[src/rtl/frame_capture_sched.sv]
// frame_capture_sched
// Capture controller between the processed destination video stream and the
// text-file frame store. On command it arms, waits for a fresh frame start,
// forwards whole frames (one-cycle latency), skips a programmable number of
// frames between captures, rotates the 2-bit file select per captured frame
// and checks the geometry of every captured frame.
//
// Ports:
//   dst_pclk, rst_n             pixel clock, async active-low reset
//   cap_start / cap_abort       one-cycle command pulses
//   cap_num, cap_skip, sel_base run parameters, sampled on an accepted cap_start
//   dst_hsync_in/vsync_in/data  incoming video stream
//   st_src_sel/hsync/vsync/data gated stream and file select to the store
//   cap_busy, cap_done          run status (done is a one-cycle pulse)
//   frm_stored, frm_err         frames forwarded this run, sticky geometry flags
//   dbg_state                   current FSM state (IDLE=0 ARM=1 SKIP=2 CAPT=3)
//
// Stream semantics: dst_vsync_in high marks a frame, dst_hsync_in high marks a
// valid pixel; there is no back-pressure, the store accepts every cycle.
module frame_capture_sched #(
  parameter int DST_DW    = 24,
  parameter int H_ACT     = 640,
  parameter int V_ACT     = 480,
  parameter int FRM_CNT_W = 8
) (
  input  logic                 dst_pclk,
  input  logic                 rst_n,
  input  logic                 cap_start,
  input  logic                 cap_abort,
  input  logic [FRM_CNT_W-1:0] cap_num,
  input  logic [3:0]           cap_skip,
  input  logic [1:0]           sel_base,
  input  logic                 dst_hsync_in,
  input  logic                 dst_vsync_in,
  input  logic [DST_DW-1:0]    dst_data_in,
  output logic [1:0]           st_src_sel,
  output logic                 st_hsync,
  output logic                 st_vsync,
  output logic [DST_DW-1:0]    st_data,
  output logic                 cap_busy,
  output logic                 cap_done,
  output logic [FRM_CNT_W-1:0] frm_stored,
  output logic [1:0]           frm_err,
  output logic [1:0]           dbg_state
);

  localparam int CNT_W = 16;

  typedef enum logic [1:0] {
    S_IDLE = 2'd0,
    S_ARM  = 2'd1,
    S_SKIP = 2'd2,
    S_CAPT = 2'd3
  } state_t;

  state_t                 r_state;
  logic                   r_vsync_d;
  logic                   r_hsync_d;
  logic [FRM_CNT_W-1:0]   r_num;
  logic [3:0]             r_skip;
  logic [1:0]             r_base;
  logic [3:0]             r_skip_cnt;
  logic [CNT_W-1:0]       r_pix_cnt;
  logic [CNT_W-1:0]       r_line_cnt;
  logic                   r_abort_pend;
  logic                   r_zero_pend;

  logic                   w_vpos;
  logic                   w_vneg;
  logic                   w_hneg;
  logic [FRM_CNT_W-1:0]   w_stored_inc;
  logic [CNT_W-1:0]       w_line_total;
  logic                   w_pix_ok;
  logic                   w_lines_ok;

  assign w_vpos       = dst_vsync_in & ~r_vsync_d;
  assign w_vneg       = ~dst_vsync_in & r_vsync_d;
  assign w_hneg       = ~dst_hsync_in & r_hsync_d;
  assign w_stored_inc = frm_stored + FRM_CNT_W'(1);
  // A line that ends in the same cycle as the frame still counts.
  assign w_line_total = r_line_cnt + {{(CNT_W-1){1'b0}}, w_hneg};
  assign w_pix_ok     = (r_pix_cnt == CNT_W'(H_ACT));
  assign w_lines_ok   = (w_line_total == CNT_W'(V_ACT));
  assign dbg_state    = r_state;

  always_ff @(posedge dst_pclk or negedge rst_n) begin
    if (!rst_n) begin
      r_state      <= S_IDLE;
      r_vsync_d    <= 1'b0;
      r_hsync_d    <= 1'b0;
      r_num        <= '0;
      r_skip       <= '0;
      r_base       <= '0;
      r_skip_cnt   <= '0;
      r_pix_cnt    <= '0;
      r_line_cnt   <= '0;
      r_abort_pend <= 1'b0;
      r_zero_pend  <= 1'b0;
      st_src_sel   <= '0;
      st_hsync     <= 1'b0;
      st_vsync     <= 1'b0;
      st_data      <= '0;
      cap_busy     <= 1'b0;
      cap_done     <= 1'b0;
      frm_stored   <= '0;
      frm_err      <= '0;
    end else begin
      r_vsync_d <= dst_vsync_in;
      r_hsync_d <= dst_hsync_in;
      cap_done  <= 1'b0;
      // The store only sees a stream while a frame is being captured.
      st_vsync  <= 1'b0;
      st_hsync  <= 1'b0;
      st_data   <= '0;

      case (r_state)
        S_IDLE: begin
          if (r_zero_pend) begin
            // cap_num=0: the run is over as soon as it starts.
            r_zero_pend <= 1'b0;
            cap_busy    <= 1'b0;
            cap_done    <= 1'b1;
          end else if (cap_start && !cap_abort) begin
            r_num        <= cap_num;
            r_skip       <= cap_skip;
            r_base       <= sel_base;
            cap_busy     <= 1'b1;
            frm_err      <= '0;
            frm_stored   <= '0;
            r_abort_pend <= 1'b0;
            if (cap_num == '0) r_zero_pend <= 1'b1;
            else               r_state     <= S_ARM;
          end
        end

        S_ARM: begin
          if (cap_abort) begin
            r_state  <= S_IDLE;
            cap_busy <= 1'b0;
          end else if (w_vpos) begin
            // Only a rising vsync opens a frame, so a frame already running
            // when the run started is never forwarded.
            r_state    <= S_CAPT;
            st_vsync   <= 1'b1;
            st_hsync   <= dst_hsync_in;
            st_data    <= dst_hsync_in ? dst_data_in : '0;
            st_src_sel <= r_base + frm_stored[1:0];
            r_pix_cnt  <= dst_hsync_in ? CNT_W'(1) : '0;
            r_line_cnt <= '0;
          end
        end

        S_SKIP: begin
          if (cap_abort) begin
            r_state  <= S_IDLE;
            cap_busy <= 1'b0;
          end else if (w_vneg) begin
            if (r_skip_cnt + 4'd1 == r_skip) begin
              r_state    <= S_ARM;
              r_skip_cnt <= '0;
            end else begin
              r_skip_cnt <= r_skip_cnt + 4'd1;
            end
          end
        end

        S_CAPT: begin
          // An abort never cuts a frame; it takes effect at the frame end.
          if (cap_abort) r_abort_pend <= 1'b1;
          if (w_vneg) begin
            frm_stored <= w_stored_inc;
            if (w_hneg && !w_pix_ok) frm_err[0] <= 1'b1;
            if (!w_lines_ok)         frm_err[1] <= 1'b1;
            r_pix_cnt    <= '0;
            r_line_cnt   <= '0;
            r_abort_pend <= 1'b0;
            if (r_abort_pend || cap_abort) begin
              r_state  <= S_IDLE;
              cap_busy <= 1'b0;
            end else if (w_stored_inc == r_num) begin
              r_state  <= S_IDLE;
              cap_busy <= 1'b0;
              cap_done <= 1'b1;
            end else if (r_skip != 4'd0) begin
              r_state    <= S_SKIP;
              r_skip_cnt <= '0;
            end else begin
              r_state <= S_ARM;
            end
          end else begin
            st_vsync <= dst_vsync_in;
            st_hsync <= dst_hsync_in;
            st_data  <= dst_hsync_in ? dst_data_in : '0;
            if (w_hneg) begin
              if (!w_pix_ok) frm_err[0] <= 1'b1;
              r_pix_cnt  <= '0;
              r_line_cnt <= r_line_cnt + CNT_W'(1);
            end else if (dst_hsync_in) begin
              r_pix_cnt <= r_pix_cnt + CNT_W'(1);
            end
          end
        end

        default: r_state <= S_IDLE;
      endcase
    end
  end

endmodule

[config.mk]
export PLATFORM = sky130hd
export DESIGN_NAME = frame_capture_sched
export DESIGN_NICKNAME = d
export VERILOG_FILES = /design/src/rtl/frame_capture_sched.sv
export SDC_FILE = /design/constraint.sdc
export NUM_CORES = 1
export LEC_CHECK = 0
export CAP_MARGIN = 20
export CORE_ASPECT_RATIO = 1.5
export CORE_MARGIN = 2
export CORE_UTILIZATION = 45
export CTS_CLUSTER_SIZE = 30
export DETAILED_ROUTE_END_ITERATION = 8
export GPL_TIMING_DRIVEN = 0
export PLACE_DENSITY = 0.7
export SLEW_MARGIN = 10
export SYNTH_ARGS = -nofsm -noshare
export SYNTH_HDL_FRONTEND = slang
export SYNTH_SLANG_ARGS = --single-unit
[constraint.sdc]
create_clock -name dst_pclk -period 2.32 [get_ports dst_pclk]
set_input_delay 0.232 -clock dst_pclk [delete_from_list [all_inputs] [get_ports dst_pclk]]
set_output_delay 0.232 -clock dst_pclk [all_outputs]
set_load 0.05 [all_outputs]
---- Yosys cells after proc, flatten, opt, wreduce, memory -nomap -nowiden ----
Index checks and enable logic that the tools add are counted.
W data, S select, Z words.
storage, ports and cells
  input port bits ......................... 44
  word-level logic and storage cells ...... 166
  output and inout port bits .............. 42
  bits in registers ....................... 96
operators by class
  equal/unequal tests ..................... 30
  multiplexer cells ....................... 79
  $add $sub $neg .......................... 6
  reduce and logical (&&, ||, !) cells .... 23
  bitwise gates (word level) .............. 8
operator list
  operator                 count
  $mux W16                 9
  $mux W24                 4
  $pmux W16 S2             2
  $pmux W24 S2             1
  $add A16 B1 Y16 const B  2
  $mux W1                  30
  $mux W2                  14
  $mux W4                  7
  $ne A3 B3 Y1 const B     9
  $mux W8                  3
  $ne A2 B2 Y1 const B     12
  $reduce_and A4 Y1        5
  $add A16 B1 Y16          1
  $eq A16 B10 Y1 const B   1
  $eq A16 B9 Y1 const B    1
  $pmux W8 S2              1
  $reduce_and A7 Y1        2
  $add A8 B1 Y8 const B    1
  $eq A8 B8 Y1             1
  $logic_not A8 Y1         1
  $pmux W1 S2              4
  $pmux W2 S4              1
  $pmux W4 S2              1
  $reduce_and A3 Y1        2
  20 further kinds         31

---- Logic depth before layout (Yosys ltp) ----
Gate-level depths: netlist of run 1.
  depth after elaboration ................. 7
  gate-level depth with buffers ........... 11
  depth with buffers taken out ............ 10

---- Least setup slack after synthesis of run 1 ----
No wires, ideal clock.
  path type ............................... reg2reg
  start point ............................. register frm_stored[0]
  end point ............................... register cap_busy
  setup time .............................. 128 ps
  arrival time ............................ 2,325 ps
  cell stages (with the launch flop) ...... 8
  required time ........................... 2,192 ps
  buffers on the path ..................... 0
  slack ................................... -132 ps
  path through ............................ dfrtp_1 > ha_1 > xor2_1 > a211oi_1 > o211ai_1 > nor4_4 > o21ai_1 > mux2_1
between the ends
  longest elaborated chain between the ends .. 4
ends and longest elaborated chain
  element                      line  RTL
  start: declaration           42    output logic [FRM_CNT_W-1:0] frm_stored,
  start signal: assignment     171   frm_stored <= w_stored_inc;
  $add A8 B1 Y8                79    assign w_stored_inc = frm_stored + FRM_CNT_W'(1);
  $eq A8 B8 Y1                 180   end else if (w_stored_inc == r_num) begin
  $ne A3 B3 Y1 (no line)       n/a
  $reduce_and A4 Y1 (no line)  n/a
  end signal: assignment       103   cap_busy <= 1'b0;
  end signal: assignment       179   cap_busy <= 1'b0;
  end signal: assignment       182   cap_busy <= 1'b0;
  end: declaration             40    output logic cap_busy,
No other way between the ends.
A chain may end at the register's enable or synchronous reset.

---- Worst setup path after layout of run 1 ----
  start point ............................. register r_state[0], in the netlist dbg_state[0]
  end point ............................... register r_skip_cnt[3]
between the ends
  longest elaborated chain between the ends .. 3
  elaborated cells on any way between the ends .. 11
  those cells by class .................... eq/ne (8); mux (1); reduce/logical (2)
ends and longest elaborated chain
  element                                                              line  RTL
  start: declaration                                                   56    state_t r_state;
  start signal: assignment                                             88    r_state <= S_IDLE;
  start signal: assignment                                             132   else r_state <= S_ARM;
  start signal: assignment                                             138   r_state <= S_IDLE;
  $eq A2 B2 Y1                                                         116   case (r_state)
  $ne A2 B2 Y1 (no line) / $reduce_bool A2 Y1 (equally long branches)  n/a
  $reduce_and A7 Y1 (no line)                                          n/a
  end signal: assignment                                               162   r_skip_cnt <= r_skip_cnt + 4'd1;
  end: declaration                                                     62    logic [3:0] r_skip_cnt;
Several ways; a longest one is shown, not always the timed one.

==> qor.txt, run 1 <==
Ys Warns: 0
Site Rows: 47
leading post-synthesis cells by cell area: dfrtp_1 (48%), nand2_1 (6.3%), and2_1 (3.8%)
setup TNS: 0 ns
Num CTS Buffers: 9
Critical Path Max Stage Delay: 0.43 ns
PD cells: 892 nW/um2
Clock Pin Slew Worst Setup and Hold Paths: 0.07 ns
Multi-input gate area: 2560 um2
area grow syn2layout: 31.6%
LEAKAGE: 2.87 nW
pin count of the biggest net entering global routing: 61
run status: finished clean
layout cell share with drive strength beyond 1: 0.112
min Tclk post-route: 2.21 ns
internal cell power: 3.72 mW
detailed-placement wirelength estimate: 8450 um
Post-synth EDFFs: 0
Die X: 89.9 um
Seq cells post-synth: 96
Syn Area/Cell: 9.42 um2
Flop pwr share: 0.372
Slowest cell on crit path: dfrtp_2
Max Cap Viol: 0
path type of the worst min-delay path: in -> reg
vias per inst: 5.34
first-pass GRT wire length: 20000 um
overall power: 5.85 mW
Slew @ Worst Pin: 0.535 ns
CP dominant cell by count: or3_1
Synth Net Count: 586
Async SR Flop Fraction: 1.00
sw power: 2.14 mW
Post-Route WL: 11900 um
Initial Util: 0.456
Final Setup Violations: 0
Crit Path Max Fanout: 10
final core utilization: 0.600
GRT Residual Overflow: 0
Logic pwr share: 0.356
Reg area: 2410 um2
fillcell total: 946
Top Ports: 86
Crit Path Class: reg -> reg
post-synth cell types: 60
Final #Nets: 688
CP Launch Type: register
router iterations before antenna repair: 4
CP cell instances: ha_1 > buf_2 > or3_4 > or3_1 > or3_1 > o31ai_1
most frequent cell after synthesis: dfrtp_1
clk buf depth: 2
DIE AREA: 11900 um2
highest clock rate: 452 MHz
final worst slack: 0.109 ns
GPL Wtd Cong: 0.865
clock sink count: 96
core area: 10900 um2
RSZ-0062 raised after global routing: true
GRT Resource Usage Total: 0.206
vias in the first global route: 4265
Synth Cell Area: 4980 um2
Die Y-Extent: 133 um
Synth area leader: dfrtp_1
final slew viol count: 0
H-tree levels: 3
vias post-DR: 4180
peak supply drop: 0.525 mV
Starting DRT DRC Count: 267
antenna violations before repair: 0
Cells after Synth: 529
Remaining DRCs: 0
clock network fraction of total power: 0.272
critical path endpoint category: register
Setup Slack @ Placement: -1.00 ns
Worst EP required: 2.57 ns
Critical Path AT: 2.46 ns
sequential share of the synthesized area: 0.482
ys flop type: dfrtp_1
Final Cycle Share: 0.953
Worst Skew: 0.0101 ns
Root Driver: clkbuf_16
Port Buffers: 84
Net Sw Frac: 0.365
worst-skew pair later-pin latency: 0.34 ns
Slew headroom: 0.642
Final ANT Viol Nets: 0
CTS tree: built
Yosys top cell area share: 0.482
Synth top cells by count: dfrtp_1 (96), nand2_1 (84), nor2_1 (47), and2_1 (30), o21ai_0 (30)
diodes inserted: 0
final hold violation count: 0
DR WL/cell: 15.2 um
critical path, delay by kind of cell, from the launching register on:
family                   cells  cell delay, ns
AND/OR/NAND/NOR              3            1.17
flip-flops                   1            0.43
adder cells (fa/ha/maj)      1            0.25
buffers and inverters        1            0.21
AO/OA/AOI/OAI                1            0.07
per-stage QoR:
| step | cells | hold slack (ns) | cell area (um2) |
|---|---|---|---|
| 2_1_floorplan | 529 | -0.0636 | 4990 |
| 3_3_place_gp | 760 | 0.466 | 6010 |
| 3_5_place_dp | 761 | 0.237 | 6040 |
| 4_1_cts | 781 | 0.211 | 6430 |
| 5_1_grt | 783 | 0.0519 | 6560 |
| 6_report | 783 | 0.0575 | 6560 |
cells by family (layout without fill, tap and decap cells):
kind of cell    Yosys count  after routing  synth area share
flops                    96             96             0.482
xor+xnor                 38             38            0.0668
simple gates            259            259             0.270
fa+ha+maj                13             13            0.0326
mux                       6              6            0.0128
buf+inv                  35            142            0.0309
compound gates           82             82             0.104
repair_timing:
| action | CTS | global route |
|---|---|---|
| buffers inserted | 3 | 2 |
| hold endpoints to repair | 36 | 0 |
| pin swaps | 4 | 5 |
| endpoints found under the setup margin | 9 | 25 |
| hold buffers | 1 | 0 |
| gates resized for setup | 12 | 25 |
sequential cells by signal, summed over array words and instances, names as in the netlist, 2 cells and up:
name        flops
st_data        24
r_line_cnt     16
r_pix_cnt      16
frm_stored      8
r_num           8
r_skip          4
r_skip_cnt      4
dbg_state       2
frm_err         2
r_base          2
st_src_sel      2
area by class of cell:
class / count / area share
clock buffers: 9 / 0.0343
flip-flops and latches: 96 / 0.367
well taps: 147 / 0.0280
inverters: 10 / 0.00572
multi-input cells: 398 / 0.391
repair buffers: 91 / 0.140
plain buffers: 25 / 0.0204
clock inverters: 7 / 0.0143
power groups by stage:
stage	Sequential, mW	Combinational [mW]	Clock [mW]
floorplan	2.48	1.08	0
global placement	2.20	1.93	0
detailed placement	2.21	1.98	0
CTS	2.17	2.03	1.62
global route	2.21	2.31	1.70
finish	2.18	2.08	1.59
placed cells by master, fill, tap and decap left out, types with 10 or more instances in the layout:
cell type / Yosys / routed
dfrtp_1: 96 / 92
nand2_1: 84 / 84
clkdlybuf4s50_1: 0 / 82
nor2_1: 47 / 47
o21ai_0: 30 / 29
and2_1: 30 / 29
nand3_1: 24 / 22
xor2_1: 20 / 20
xnor2_1: 18 / 18
or3_1: 12 / 11
clkbuf_1: 15 / 10
per-layer routing:
metal	share of wire	track usage	vias up
met2	0.52	0.363	123
met5	0	0	-
li1	-	-	2033
met3	0.062	0.0530	21
met4	0.021	0.0923	0
met1	0.40	0.235	2003
path summary, 6_finish.rpt:
check	to	start	cells after the start	slack (ns)
max	r_skip_cnt[3]	dbg_state[0]	6	0.11
max reg2reg	r_skip_cnt[3]	dbg_state[0]	6	0.11
min	r_hsync_d	dst_hsync_in	1	0.06
max in group asynchronous	frm_stored[0]	rst_n	3	1.25
min reg2reg	r_abort_pend	r_abort_pend	2	0.49
min in group asynchronous	r_skip_cnt[0]	rst_n	2	0.40
(Power assumes the default switching activity.)
==> run 2, diff against run 1 <==
--- a/config.mk
+++ b/config.mk
@@ -8,12 +8,13 @@
 export CAP_MARGIN = 20
 export CORE_ASPECT_RATIO = 1.5
 export CORE_MARGIN = 2
-export CORE_UTILIZATION = 45
+export CORE_UTILIZATION = 53
+export CTS_BUF_LIST = sky130_fd_sc_hd__clkbuf_8 sky130_fd_sc_hd__clkbuf_16
 export CTS_CLUSTER_SIZE = 30
 export DETAILED_ROUTE_END_ITERATION = 8
 export GPL_TIMING_DRIVEN = 0
-export PLACE_DENSITY = 0.7
-export SLEW_MARGIN = 10
+export PLACE_DENSITY = 0.8
+export SLEW_MARGIN = 40
 export SYNTH_ARGS = -nofsm -noshare
 export SYNTH_HDL_FRONTEND = slang
 export SYNTH_SLANG_ARGS = --single-unit
==> qor.txt, run 2 (same netlist as run 1, synthesis figures left out) <==
Critical Path AT: 2.48 ns
vias in the first global route: 4249
diodes inserted: 0
path type of the worst min-delay path: in -> reg
H-tree levels: 3
Die X: 83.2 um
core area: 9200 um2
final slew viol count: 0
Final Cycle Share: 0.973
detailed-placement wirelength estimate: 8520 um
Port Buffers: 84
commonest non-fill, non-tap cells in the layout: dfrtp_1 (92), nand2_1 (84), clkdlybuf4s50_1 (82)
layout cell share with drive strength beyond 1: 0.109
CP dominant cell by count: or3_4
vias per inst: 5.73
Final ANT Viol Nets: 0
Slew headroom: 0.643
Biggest register: st_data
min Tclk post-route: 2.26 ns
peak supply drop: 0.727 mV
DP Area: 6000 um2
Placed Instances: 726
Remaining DRCs: 0
CTS tree: built
LEAKAGE: 2.89 nW
Root Driver: clkbuf_16
number of flip-flops in the largest register: 24
worst-skew pair later-pin latency: 0.34 ns
antenna violations before repair: 0
Crit Path Class: reg -> reg
DR WL/cell: 16.1 um
Top Ports: 86
Initial Util: 0.542
GPL Wtd Cong: 0.906
Crit Path Max Fanout: 10
Final #Nets: 687
Post-Route WL: 12000 um
Setup crit end: r_skip_cnt[3]
Starting DRT DRC Count: 263
Reg2Reg Depth: 6
final core utilization: 0.706
clk buf depth: 2
CP cell instances: ha_1 > buf_4 > or3_4 > or3_4 > or3_1 > o31ai_1
Worst EP required: 2.54 ns
commonest non-fill, non-tap cell in the layout: dfrtp_1
Die Y-Extent: 123 um
setup TNS: 0 ns
reg2reg end: r_skip_cnt[3]
GRT Residual Overflow: 0
Num CTS Buffers: 9
Critical Path Max Stage Delay: 0.44 ns
Largest regs: st_data: 24 flops, r_line_cnt: 16 flops, r_pix_cnt: 16 flops
Site Rows: 43
Clock Pin Slew Worst Setup and Hold Paths: 0.06 ns
Worst setup startpoint: dbg_state[1]
overall power: 5.89 mW
critical path endpoint category: register
Final Setup Violations: 0
WHS Path Cells: 1
Critical R2R Launch: dbg_state[1]
Worst Skew: 0.00611 ns
DIE AREA: 10200 um2
final hold violation count: 0
PD cells: 907 nW/um2
pin count of the biggest net entering global routing: 65
router iterations before antenna repair: 4
Max Cap Viol: 0
reg2reg setup slack: 0.06 ns
highest clock rate: 443 MHz
fillcell total: 647
fin area: 6500 um2
Slew @ Worst Pin: 0.534 ns
Slowest cell on crit path: dfrtp_2
area grow syn2layout: 30.4%
Multi-input gate area: 2540 um2
first-pass GRT wire length: 20100 um
Reg area: 2410 um2
vias post-DR: 4271
CP Launch Type: register
Final Non-Filler Cells: 746
GRT Resource Usage Total: 0.246
run status: finished clean
clock sink count: 96
run 2: worst max-delay path: cells and delay by family, from the launching register on:
kind / cells / cell delay (ns)
buffers and inverters: 1 / 0.19
AND/OR/NAND/NOR: 3 / 1.16
AO/OA/AOI/OAI: 1 / 0.10
adder cells (fa/ha/maj): 1 / 0.24
flip-flops: 1 / 0.44
run 2: what timing repair did:
item	CTS	global route
setup buffers	2	1
cloned	0	1
hold buffers	1	0
pin swaps	4	5
gates resized for setup	13	26
setup endpoints to repair	7	25
hold endpoints to repair	32	0
run 2: where the power goes:
group / internal [mW] / leakage, nW / switching, mW / total, mW
clock network: 0.991 / 0.163 / 0.605 / 1.60
registers: 1.95 / 1.28 / 0.230 / 2.18
logic: 0.823 / 1.44 / 1.29 / 2.11
run 2: cell type report:
| cell class | instances | area share |
|---|---|---|
| plain buffers | 25 | 0.0210 |
| clock buffers | 11 | 0.0389 |
| clock inverters | 4 | 0.0106 |
| inverters | 10 | 0.00578 |
| multi-input cells | 398 | 0.391 |
| flip-flops and latches | 96 | 0.371 |
| well taps | 112 | 0.0216 |
| repair buffers | 90 | 0.141 |
run 2: how the worst min path moves through the flow:
stage	startpoint	endpoint	slack [ns]
2_1_floorplan	rst_n	cap_busy	-0.06
3_3_place_gp	r_base[0]	r_base[0]	0.47
3_5_place_dp	rst_n	r_skip_cnt[0]	0.11
4_1_cts	cap_abort	r_abort_pend	0.20
5_1_grt	dst_hsync_in	r_hsync_d	0.11
6_report	dst_hsync_in	r_hsync_d	0.10
run 2: stage by stage:
stage                     setup WS [ns]  hold WS, ns
final                            0.0617        0.100
after global routing            -0.0351        0.108
after CTS                       -0.0109        0.205
after detailed placement         -0.949        0.112
after global placement            -2.82        0.467
after floorplan                  0.0521      -0.0636
run 2: metal layers:
metal,vias to the layer above,part of all wire,global-route usage,wire [um]
met5,-,0,0,0
met4,0,0.029,0.124,351
met3,31,0.061,0.0599,731
met2,137,0.52,0.431,6230
met1,2068,0.39,0.279,4710
li1,2035,-,-,-
==> run 3, diff against run 2 <==
--- a/config.mk
+++ b/config.mk
@@ -13,7 +13,7 @@
 export CTS_CLUSTER_SIZE = 30
 export DETAILED_ROUTE_END_ITERATION = 8
 export GPL_TIMING_DRIVEN = 0
-export PLACE_DENSITY = 0.8
+export PLACE_DENSITY_LB_ADDON = 0.1
 export SLEW_MARGIN = 40
 export SYNTH_ARGS = -nofsm -noshare
 export SYNTH_HDL_FRONTEND = slang
==> qor.txt, run 3 (same netlist as run 1, synthesis figures left out) <==
run status: finished clean
Root Driver: clkbuf_16
CTS tree: built
Clock Pin Slew Worst Setup and Hold Paths: 0.07 ns
layout cell share with drive strength beyond 1: 0.110
Worst Hold End: r_hsync_d
path type of the worst min-delay path: in -> reg
first-pass GRT wire length: 19600 um
clock network fraction of total power: 0.263
number of flip-flops in the largest register: 24
critical path endpoint category: register
final worst slack: 0.0973 ns
Final Non-Filler Cells: 748
vias in the first global route: 4167
Post-Route WL: 11700 um
Critical Path Max Stage Delay: 0.43 ns
vias per inst: 5.62
LEAKAGE: 2.88 nW
setup TNS: 0 ns
worst hold start: dst_hsync_in
final hold violation count: 0
Remaining DRCs: 0
Worst Path Buf+Inv: 1
pin count of the biggest net entering global routing: 62
Initial Util: 0.542
Worst EP required: 2.58 ns
DIE AREA: 10200 um2
Critical R2R Launch: dbg_state[0]
DR WL/cell: 15.7 um
Worst Skew: 0.00839 ns
peak supply drop: 0.647 mV
Slew headroom: 0.645
Worst path top cell family by delay: simple AND/OR/NAND/NOR gates
Reg2Reg Depth: 6
fin area: 6480 um2
final slew viol count: 0
CP Launch Type: register
min Tclk post-route: 2.22 ns
Logic pwr share: 0.362
Top Ports: 86
busiest grt layer: met2
CP cell instances: ha_1 > buf_4 > or3_4 > or3_1 > or3_1 > o31ai_1
detailed-placement wirelength estimate: 8260 um
internal cell power: 3.66 mW
clock sink count: 96
Critical Path AT: 2.48 ns
antenna violations before repair: 0
core area: 9200 um2
diodes inserted: 0
overall power: 5.80 mW
fillcell total: 693
Max Cap Viol: 0
reg2reg end: r_skip_cnt[3]
Final Setup Violations: 0
Slew @ Worst Pin: 0.530 ns
Num CTS Buffers: 9
grt met3 use: 0.0599
Port Buffers: 84
GRT Resource Usage Total: 0.238
CP dominant cell by count: or3_1
Crit Path Class: reg -> reg
Die X: 83.2 um
area grow syn2layout: 30.1%
Biggest register: st_data
Final Cycle Share: 0.958
Fin Hold WS: 0.0910 ns
PD cells: 894 nW/um2
Flop pwr share: 0.375
vias post-DR: 4205
Setup Slack @ Placement: -0.900 ns
Slowest cell on crit path: dfrtp_2
commonest non-fill, non-tap cell in the layout: dfrtp_1
Starting DRT DRC Count: 276
Crit Path Max Fanout: 10
WHS Path Cells: 1
Largest regs: st_data: 24 flops, r_line_cnt: 16 flops, r_pix_cnt: 16 flops
RSZ-0062 raised after global routing: true
H-tree levels: 3
Final #Nets: 688
reg2reg setup slack: 0.1 ns
Net Sw Frac: 0.368
GPL Wtd Cong: 0.840
GR Util met1: 0.283
final core utilization: 0.704
sw power: 2.13 mW
DP Area: 6000 um2
clk buf depth: 2
router iterations before antenna repair: 5
worst-skew pair later-pin latency: 0.34 ns
Placed Instances: 726
GR Layer Usage met2: 0.417
Final ANT Viol Nets: 0
commonest non-fill, non-tap cells in the layout: dfrtp_1 (91), nand2_1 (84), clkdlybuf4s50_1 (82)
Die Y-Extent: 123 um
Site Rows: 43
GRT Residual Overflow: 0
highest clock rate: 450 MHz
==> run 3: power by group through the flow <==
stage	registers, mW	clock network [mW]	logic [mW]
finish	2.18	1.53	2.10
global route	2.21	1.61	2.31
global placement	2.20	0	1.93
CTS	2.17	1.55	2.04
floorplan	2.48	0	1.08
detailed placement	2.21	0	1.98
==> run 3: layout make-up <==
class / count / area, um2 / share of cell area
Buffer: 25 / 139 / 0.0214
Clock buffer: 11 / 253 / 0.0390
Clock inverter: 5 / 56.3 / 0.00869
Inverter: 10 / 37.5 / 0.00579
Multi-Input combinational cell: 398 / 2520 / 0.389
Sequential cell: 96 / 2410 / 0.372
Tap cell: 112 / 140 / 0.0216
Timing Repair Buffer: 91 / 923 / 0.142
==> run 3: timing repair <==
| item | 4_1_cts | 5_1_grt |
|---|---|---|
| hold endpoints to repair | 35 | 0 |
| pin swaps | 6 | 8 |
| buffers inserted | 5 | 0 |
| endpoints found under the setup margin | 12 | 28 |
| resized for setup | 15 | 23 |
| hold buffers | 1 | 0 |
==> run 3: routing by layer <==
metal	share of wire	vias up
met5	0	-
met4	0.020	0
met3	0.051	23
met2	0.51	126
met1	0.42	2018
li1	-	2038
==> run 3: worst max path at each step <==
stage,cells after the start,endpoint,startpoint,slack (ns)
after global placement,1,frm_stored[0],rst_n,-2.86
after detailed placement,12,frm_err[1],dst_hsync_in,-0.90
final,6,r_skip_cnt[3],dbg_state[0],0.1
after CTS,12,frm_err[1],dst_hsync_in,0.009
after global routing,10,r_line_cnt[9],dbg_state[1],-0.02
after floorplan,7,cap_busy,frm_stored[2],0.05
